===== config.mk =====
export PLATFORM = sky130hd
export DESIGN_NAME = alu_result_writeback
export DESIGN_NICKNAME = d
export VERILOG_FILES = /design/src/rtl/alu_result_writeback.sv
export SDC_FILE = /design/constraint.sdc
export NUM_CORES = 1
export LEC_CHECK = 0
export CAP_MARGIN = 40
export CORE_UTILIZATION = 51
export DETAILED_ROUTE_END_ITERATION = 10
export GPL_TIMING_DRIVEN = 0
export PLACE_DENSITY = 0.86
export SYNTH_ARGS = -nofsm -noshare
export SYNTH_HDL_FRONTEND = slang
export SYNTH_SLANG_ARGS = --single-unit
export TNS_END_PERCENT = 10

===== constraint.sdc =====
create_clock -name clk -period 5.8 [get_ports clk]
set_clock_uncertainty 0.05 [all_clocks]
set_input_delay 1.45 -clock clk [delete_from_list [all_inputs] [get_ports clk]]
set_output_delay 1.45 -clock clk [all_outputs]
set_load 0.005 [all_outputs]

===== src/rtl/alu_result_writeback.sv =====
// ALU result writeback stage.
// Captures a 64-bit ALU result on a start pulse and drives it onto the
// 32-bit internal bus with a valid/ready handshake. Mul/div results go out
// as two beats (LO, then HI) and also update the architectural HI/LO
// registers. All other opcodes go out as a single Z beat.
module alu_result_writeback #(
  parameter int unsigned WIDTH  = 32,
  parameter logic [4:0]  OP_MUL = 5'b01110,
  parameter logic [4:0]  OP_DIV = 5'b01111
) (
  input  logic             clk,
  input  logic             clr,
  input  logic             start,
  input  logic [4:0]       opcode,
  input  logic [WIDTH-1:0] zhi_in,
  input  logic [WIDTH-1:0] zlo_in,
  input  logic             bus_ready,
  output logic             bus_valid,
  output logic [WIDTH-1:0] bus_data,
  output logic [1:0]       bus_dest,
  output logic [WIDTH-1:0] hi_q,
  output logic [WIDTH-1:0] lo_q,
  output logic             busy,
  output logic             done
);

  typedef enum logic [1:0] {
    IDLE     = 2'd0,
    DRIVE_LO = 2'd1,
    DRIVE_HI = 2'd2,
    DONE     = 2'd3
  } state_t;

  localparam logic [1:0] DEST_Z  = 2'b00;
  localparam logic [1:0] DEST_LO = 2'b01;
  localparam logic [1:0] DEST_HI = 2'b10;

  state_t           state_q, state_d;
  logic [WIDTH-1:0] zhi_cap_q;
  logic [WIDTH-1:0] zlo_cap_q;
  logic [4:0]       opcode_q;

  logic cap_en;
  logic lo_we;
  logic hi_we;
  logic two_beat;

  // Only mul and div carry a meaningful HI word; anything else is a Z result.
  assign two_beat = (opcode_q == OP_MUL) || (opcode_q == OP_DIV);

  // Next-state and bus outputs; outputs are pure decodes of the registered
  // state and captured data, so they hold steady while a beat is stalled.
  always_comb begin
    state_d   = state_q;
    cap_en    = 1'b0;
    lo_we     = 1'b0;
    hi_we     = 1'b0;
    bus_valid = 1'b0;
    bus_data  = '0;
    bus_dest  = DEST_Z;
    done      = 1'b0;
    busy      = (state_q != IDLE);
    case (state_q)
      IDLE: begin
        if (start) begin
          cap_en  = 1'b1;
          state_d = DRIVE_LO;
        end
      end
      DRIVE_LO: begin
        bus_valid = 1'b1;
        bus_data  = zlo_cap_q;
        bus_dest  = two_beat ? DEST_LO : DEST_Z;
        if (bus_ready) begin
          if (two_beat) begin
            lo_we   = 1'b1;
            state_d = DRIVE_HI;
          end else begin
            state_d = DONE;
          end
        end
      end
      DRIVE_HI: begin
        bus_valid = 1'b1;
        bus_data  = zhi_cap_q;
        bus_dest  = DEST_HI;
        if (bus_ready) begin
          hi_we   = 1'b1;
          state_d = DONE;
        end
      end
      DONE: begin
        done    = 1'b1;
        state_d = IDLE;
      end
      default: state_d = IDLE;
    endcase
  end

  // State, capture and architectural HI/LO registers; reset clears everything
  // so an abandoned sequence leaves no partial HI/LO update behind.
  always_ff @(posedge clk or negedge clr) begin
    if (!clr) begin
      state_q   <= IDLE;
      zhi_cap_q <= '0;
      zlo_cap_q <= '0;
      opcode_q  <= '0;
      hi_q      <= '0;
      lo_q      <= '0;
    end else begin
      state_q <= state_d;
      if (cap_en) begin
        zhi_cap_q <= zhi_in;
        zlo_cap_q <= zlo_in;
        opcode_q  <= opcode;
      end
      if (lo_we) lo_q <= zlo_cap_q;
      if (hi_we) hi_q <= zhi_cap_q;
    end
  end

endmodule


# Word-level counts from Yosys, hierarchy flattened

Index checks and enable logic that the tools add are counted.

Equal/unequal tests: 8
Mux-type cells: 17
Reduce and logical (&&, ||, !) cells: 5

Operators by type and width:

| operator                                      | number |
|---|---|
| case mux 32 bit (2 select lines)              | 1 |
| two-way mux 1 bit                             | 11 |
| == test 5 x 4 -> 1 bit, second input constant | 2 |
| case mux 2 bit (4 select lines)               | 1 |
| two-way mux 2 bit                             | 3 |
| != test 2 bit, second input constant          | 3 |
| == test 2 bit, second input constant          | 2 |
| case mux 2 bit (2 select lines)               | 1 |
| AND reduction 3 bit                           | 1 |
| == test 2 x 1 -> 1 bit, second input constant | 1 |
| logical NOT 2 bit                             | 1 |
| nonzero test 2 bit                            | 1 |
| OR reduction 2 bit                            | 1 |
| logical OR 1 bit                              | 1 |

Flip-flop bits (word level): 135
Input port bits: 73
Output and inout bits: 101
Logic and storage cells: 36

# Logic depth before layout (Yosys ltp)

Gate-level depths: netlist of the first run.

Depth in word-level cells: 5
Depth in mapped cells: 7
Mapped depth without buffers: 5

# Worst setup path before layout of the first run

No wires, ideal clock.

Kind: flip-flop to output port
Start: register state_q[1]
End: output bus_data[16]
Data arrival time: 1.443 ns
Required time: 4.300 ns
Setup slack: 2.857 ns
Cell stages (with the launch flop): 7
Buffers on the path: 2
Path through: dfrtp_1 -> inv_1 -> ha_1 -> clkbuf_1 -> clkbuf_1 -> a22oi_1 -> nor2b_1

Cells in the longest elaborated chain, start to end: 2
Elaborated cells between the ends (all ways): 3
Those cells by class: eq/ne (2); mux (1)

Ends and longest elaborated chain:

| what                                                    | RTL line | source |
|---|---|---|
| from (decl)                                             | 38       | `state_t state_q, state_d;` |
| from (signal assigned)                                  | 111      | `state_q <= state_d;` |
| == test 2 bit or == test 2 x 1 -> 1 bit (tied branches) | 63       | `case (state_q)` |
| case mux 32 bit (2 select lines) *                      | 63       |  |
| to (decl)                                               | 19       | `output logic [WIDTH-1:0] bus_data,` |

Every way passes the cells marked *; elsewhere a longest branch is shown, timed or not.

# Worst setup path in the final report of the first run

Start: register state_q[1]
End: output bus_data[3]

The elaborated chain is that of the path after synthesis.

==> results of run 1 <==
cell usage after synthesis, drive strengths merged:
library cell    n
nor2b          32
buf            15
mux2          132
nand2b          2
and3            2
dfrtp         134
a31o            1
nand2           2
a22oi          33
and4b           2
clkbuf         10
inv             3
a21oi           1
o21bai          1
o211ai          1
ha              6
per-layer routing:
layer / up-vias / part of all wire, %
met5: - / 0
met4: 0 / 2.0
met1: 1999 / 41
li1: 1723 / -
met3: 26 / 5.9
met2: 136 / 51
cells by family after synthesis:
kind of cell	synth area share, %
AOI/OAI and AO/OA	4.824
adders and majority gates	1.310
muxes	27.90
and+or+nand+nor	4.409
buffers and inverters	3.056
DFF	58.50
power groups by stage:
| stage | sequential [mW] | clock, mW | combinational (mW) |
|---|---|---|---|
| 2_1_floorplan | 1.59 | 0 | 0.944 |
| 3_3_place_gp | 1.62 | 0 | 1.84 |
| 3_5_place_dp | 1.66 | 0 | 1.90 |
| 4_1_cts | 1.65 | 0.987 | 1.92 |
| 5_1_grt | 1.70 | 1.03 | 2.04 |
| 6_report | 1.66 | 0.974 | 1.90 |
final timing paths:
path / start / slack, ps / end
worst max-delay path: state_q[1] / 1220 / bus_data[3]
worst min-delay path: hi_q[31] / 460 / hi_q[31]
worst max register to register: state_q[1] / 3670 / lo_q[7]
worst min register to register: hi_q[31] / 460 / hi_q[31]
max in group asynchronous: clr / 4090 / lo_q[12]
min in group asynchronous: clr / 850 / state_q[1]
state kept, by name, summed over array words and instances, names as in the netlist:
name and count:
state_q 2, zhi_cap_q 32, lo_q 32, zlo_cap_q 32, opcode_q 4, hi_q 32
cell type report:
type | count | area, um2 | area share, %
clock buffer | 22 | 442.9 | 5.414
clock inverter | 6 | 80.08 | 0.9789
buffer | 25 | 163.9 | 2.004
sequential | 134 | 3353 | 40.99
tap | 140 | 175.2 | 2.141
timing repair buffer | 173 | 1750 | 21.40
inverter | 3 | 11.26 | 0.1377
multi-input combinational | 215 | 2203 | 26.93
placed cells by master (no fill, tap or decap), drive strengths merged:
cell type | netlist | routed
o21bai | 1 | 1
ha | 6 | 6
inv | 3 | 3
nand2 | 2 | 2
and3 | 2 | 2
dfrtp | 134 | 134
buf | 15 | 17
bufinv | 0 | 2
nand2b | 2 | 2
clkinv | 0 | 4
a21oi | 1 | 1
o211ai | 1 | 1
mux2 | 132 | 132
and4b | 2 | 2
clkbuf | 10 | 32
clkdlybuf4s50 | 0 | 171
a22oi | 33 | 33
nor2b | 32 | 32
a31o | 1 | 1
stage by stage:
stage                     hold slack [ps]  TNS, ps
final                               456.2        0
after global routing                467.4        0
after CTS                           455.5        0
after detailed placement            442.7        0
after global placement              431.6  -249760
after floorplan                     421.4        0
==> metrics.md, run 1 <==
| Metric | Value |
|---|---|
| Synth cell types | `19` |
| Worst Hold Class | `flop to flop` |
| Filler instances | `between 700 and 800` |
| Clk network pwr share | `between 20% and 30%` |
| GR Util met3 | `approximately 6.9%` |
| Clock root cell | `clkbuf_8` |
| Cell taking the most area after synthesis | `dfrtp_1` |
| Family with the most delay on the worst path | `buffers and inverters` |
| Post-DP HPWL | `a little over 10000 um` |
| Crit Path Max Fanout | `10` |
| Post-Synthesis Cells | `~380` |
| Initial DRC Count | `approximately 230` |
| CTS H-Tree Depth | `4` |
| Clk Latency, worst-skew pair | `approximately 510 ps` |
| Final Hold Viols | `0` |
| Reg power frac | `between 30% and 40%` |
| Worst Path Required | `about 4300 ps` |
| Synthesized area per cell | `between 15 and 20 um2` |
| Post-Syn Area | `approximately 5700 um2` |
| Post-CTS setup buffers | `0` |
| IO buf count | `between 150 and 200` |
| Area contributors post-synth | `dfrtp_1 59%, mux2_2 20%, mux2_4 7.9%` |
| Hold_buf cts | `0` |
| Worst path depth | `7` |
| Status | `complete, no violations` |
| Hold path depth | `1` |
| Least-Margin Pin Slew | `725.3 ps` |
| RSZ-0062 raised after global routing | `no` |
| Number of placement rows | `38` |
| GRT met1 Usage | `33.00%` |
| Global Route met2 Usage | `45.81%` |
| Detail Route Antenna Nets | `0` |
| DP Worst Slack | `~1800 ps` |
| Final min period | `about 4600 ps` |
| Setup ws final | `roughly 1200 ps` |
| Routed wire length | `approximately 15000 um` |
| Comb power frac | `42.0%` |
| GP Congestion | `a little under 0.8` |
| Startpoint Class | `flop` |
| DRC errors left | `0` |
| Starting Density | `approximately 53%` |
| Vias/cell | `around 5.4` |
| Internal power | `approximately 3.1 mW` |
| Crit-path max cell delay | `roughly 600 ps` |
| Gr ovfl total | `0` |
| Pwr/cell area | `~550 nW/um2` |
| Share of the synthesized area in the top cell type | `58.50%` |
| Grt peak-use layer | `met2` |
| Diodes inserted | `0` |
| Worst-path clk slew | `around 60 ps` |
| Die area | `between 10000 and 15000 um2` |
| TritonCTS clock tree | `yes` |
| First-pass GRT wire length | `approximately 23000 um` |
| Initial antenna violation count | `0` |
| Worst path slowest cell | `clkbuf_1` |
| Maxcap violations | `0` |
| Post-route cell area | `~8000 um2` |
| Dpl cells | `690` |
| Post-CTS Resized | `0` |
| First-pass DRT Iterations | `4` |
| Part of the cycle the worst path needs | `roughly four fifths` |
| Largest net degree at the start of global routing | `between 70 and 80` |
| Layout area overhead | `42.72%` |
| Post-route core utilization | `about 75%` |
| VDD IR max | `between 0.0002 and 0.0003 V` |
| Fmax | `approximately 220 MHz` |
| Leakage | `~3.5 nW` |
| # setup viols final | `0` |
| Max Slew Vio Count | `0` |
| Core area | `roughly 11000 um2` |
| Number of global-route vias before repair | `about 4300` |
| Total global-route track usage | `27.09%` |
| Die Height | `between 100 and 150 um` |
| Crit. End Element | `output pin` |
| Total Power | `4.532 mW` |
| Seq/Total Area, Yosys | `between 50% and 60%` |
| Rel. slew slack | `between 50% and 60%` |
| Synthesis-stage register bit count | `~130` |
| Most frequent CP cell | `clkbuf_1` |
| # IOs | `about 170` |
| Nets | `between 600 and 700` |
| Critical path class | `flop to output pin` |
| Sw Ratio | `~31%` |
| Buffers & Inverters on Critical Path | `4` |
| Count of warnings emitted by yosys | `0` |
| Arrival time at the worst endpoint | `just over 3000 ps` |
| Clock Sinks | `roughly 130` |
| Share of cells above drive strength 1 | `a little under a third` |
| Num CTS Buffers | `17` |
| Placed cell area | `7657 um2` |
| Via count | `3884` |
| Non-filler cells, final | `718` |
| Worst R2R Path Depth | `7` |
| Crit-path cells | `inv_1 -> ha_1 -> clkbuf_1 -> clkbuf_1 -> a22oi_1 -> nor2b_1 -> clkdlybuf4s50_1` |
| DIE WIDTH | `108.0 um` |
| Syn nets | `~460` |
| P_sw | `~1.4 mW` |
| Clock Tree Buf Depth | `2` |
| Routed wire per std cell | `between 20 and 25 um` |
(Power assumes the default switching activity.)
==> run 2, diff against run 1 <==
--- a/config.mk
+++ b/config.mk
@@ -6,10 +6,10 @@
 export NUM_CORES = 1
 export LEC_CHECK = 0
 export CAP_MARGIN = 40
-export CORE_UTILIZATION = 51
+export CORE_UTILIZATION = 42
 export DETAILED_ROUTE_END_ITERATION = 10
 export GPL_TIMING_DRIVEN = 0
-export PLACE_DENSITY = 0.86
+export PLACE_DENSITY = 0.76
 export SYNTH_ARGS = -nofsm -noshare
 export SYNTH_HDL_FRONTEND = slang
 export SYNTH_SLANG_ARGS = --single-unit
==> constraint.sdc (replaced) <==
create_clock -name clk -period 3.7 [get_ports clk]
set_clock_uncertainty 0.05 [all_clocks]
set_input_delay 0.925 -clock clk [delete_from_list [all_inputs] [get_ports clk]]
set_output_delay 0.925 -clock clk [all_outputs]
set_load 0.005 [all_outputs]
==> run 2 against run 1 <==
Register-to-register slack got worse by 2100 ps. Sequential share of layout area fell by 0.78 points. Sequential power rose by 55%. Die area rose by 21%. Combinational power rose by 57%. Sequential cell count did not move. Global-route usage fell by 5.0 points. Worst hold slack got worse by 21 ps. Cell count rose by 5.4%. Clock power rose by 84%. Via count fell by 1.2%. Clock-buffer cell count rose by 1.
==> metrics.md, run 2 (synthesis gave the netlist of run 1 again) <==
| Metric | Value |
|---|---|
| Crit-path max cell delay | `between 500 and 600 ps` |
| IO buf count | `172` |
| Final Hold Viols | `0` |
| Largest net degree at the start of global routing | `71` |
| Family with the most delay on the worst path | `buffers and inverters` |
| GP Congestion | `0.7358` |
| Diodes inserted | `0` |
| Maxcap violations | `0` |
| Setup ws final | `approximately 170 ps` |
| Non-filler cells, final | `between 700 and 800` |
| Initial antenna violation count | `0` |
| Starting Density | `43.11%` |
| Total global-route track usage | `22.10%` |
| Part of the cycle the worst path needs | `95.31%` |
| Gr ovfl total | `0` |
| Core area | `between 10000 and 15000 um2` |
| Worst-path clk slew | `60 ps` |
| Vias/cell | `between 5 and 6` |
| Routed wire length | `between 10000 and 15000 um` |
| DP Worst Slack | `around 72 ps` |
| Number of global-route vias before repair | `4215` |
| TritonCTS clock tree | `yes` |
| Worst Hold Class | `input port to async pin` |
| RSZ-0062 raised after global routing | `no` |
| Num CTS Buffers | `17` |
| Post-DP HPWL | `10280 um` |
| Critical path class | `flop to output pin` |
| Leakage | `~3.6 nW` |
| Startpoint Class | `flop` |
| Detail Route Antenna Nets | `0` |
| Crit-path cells | `inv_1 -> ha_1 -> buf_2 -> clkbuf_2 -> a22oi_1 -> nor2b_1 -> clkdlybuf4s50_1` |
| Crit. End Element | `output pin` |
| Worst path slowest cell | `clkdlybuf4s50_1` |
| Buffers & Inverters on Critical Path | `4` |
| Final min period | `about 3500 ps` |
| Final hold slack | `roughly 440 ps` |
| Post-CTS setup buffers | `0` |
| Worst Path Required | `between 2000 and 3000 ps` |
| Placed cell area | `roughly 7700 um2` |
| First-pass DRT Iterations | `5` |
| Crit Path Max Fanout | `10` |
| Dpl cells | `between 700 and 800` |
| Routed wire per std cell | `about 19 um` |
| VDD IR max | `between 0.0004 and 0.0005 V` |
| Die area | `14120 um2` |
| Die Height | `approximately 120 um` |
| Arrival time at the worst endpoint | `roughly 2600 ps` |
| Nets | `roughly 650` |
| Number of placement rows | `42` |
| Clock Tree Buf Depth | `2` |
| Rel. slew slack | `59.82%` |
| DIE WIDTH | `roughly 120 um` |
| Pwr/cell area | `~900 nW/um2` |
| Share of cells above drive strength 1 | `about a third` |
| Clock root cell | `clkbuf_16` |
| Leading cell types in the layout, fill and taps excluded | `171 x clkdlybuf4s50_1, 134 x dfrtp_1, 102 x mux2_2` |
| # IOs | `between 150 and 200` |
| Clock Sinks | `134` |
| Clk Latency, worst-skew pair | `roughly 410 ps` |
| Post-route cell area | `between 8000 and 9000 um2` |
| Max Slew Vio Count | `0` |
| Fmax | `283.6 MHz` |
| First-pass GRT wire length | `between 20000 and 25000 um` |
| CTS H-Tree Depth | `4` |
| Via count | `~3800` |
| Least-Margin Pin Slew | `602.7 ps` |
| Status | `complete, no violations` |
| Commonest non-fill, non-tap cell in the layout | `clkdlybuf4s50_1` |
| Initial DRC Count | `172` |
| # setup viols final | `0` |
| DRC errors left | `0` |
| Layout area overhead | `45.47%` |
-- run 2: changes by cell type in the layout (fill, tap and decap cells not counted), sizes merged --
cell and delta:
clkinvlp +1, bufinv +2
-- run 2: per-layer routing --
| metal | wire length, um | global-route usage, % |
|---|---|---|
| met5 | 0 | 0 |
| met4 | 229 | 6.883 |
| met3 | 866 | 6.513 |
| met2 | 7220 | 35.82 |
| met1 | 6403 | 28.53 |
-- run 2: what timing repair did --
action	4_1_cts	5_1_grt
setup endpoints to repair	33	6
gates resized for setup	9	2
hold buffers	0	0
pin swaps	0	0
-- run 2: layout make-up --
| cell class | count | area [um2] |
|---|---|---|
| multi-input cells | 215 | 2206 |
| plain buffers | 24 | 171.4 |
| repair buffers | 173 | 1750 |
| clock inverters | 9 | 147.6 |
| fillers | 1013 | 4957 |
| clock buffers | 23 | 478.0 |
| flip-flops and latches | 134 | 3353 |
| well taps | 176 | 220.2 |
| inverters | 3 | 11.26 |
-- run 2: worst paths after layout --
path                       cells after the start  slack, ps        from             to
max                                            7        170  state_q[0]   bus_data[20]
min                                            1        440         clr        hi_q[9]
max reg2reg                                    6       1530  state_q[0]  zhi_cap_q[29]
min reg2reg                                    1        450     hi_q[3]        hi_q[3]
max in group asynchronous                      2       2420         clr  zlo_cap_q[27]
min in group clk                               1        450     hi_q[3]        hi_q[3]
-- run 2: power breakdown --
group | switching [mW] | internal [mW] | leakage (nW)
clock | 0.609 | 1.18 | 0.307
sequential | 0.449 | 2.13 | 1.65
combinational | 1.14 | 1.86 | 1.61
-- run 2: stage by stage --
| step | total power, mW | setup TNS [ps] | util, % |
|---|---|---|---|
| 6_report | 7.357 | 0 | 62.71 |
| 5_1_grt | 7.748 | 0 | 62.71 |
| 4_1_cts | 7.413 | 0 | 62.70 |
| 3_5_place_dp | 5.582 | 0 | 57.93 |
| 3_3_place_gp | 5.465 | -467400 | 57.72 |
| 2_1_floorplan | 3.973 | 0 | - |
==> run 3, diff against run 2 <==
--- a/config.mk
+++ b/config.mk
@@ -7,6 +7,7 @@
 export LEC_CHECK = 0
 export CAP_MARGIN = 40
 export CORE_UTILIZATION = 42
+export CTS_CLUSTER_SIZE = 10
 export DETAILED_ROUTE_END_ITERATION = 10
 export GPL_TIMING_DRIVEN = 0
 export PLACE_DENSITY = 0.76
==> results of run 3 <==
Same layout as run 2: the final DEF is identical, and so are final timing and power.
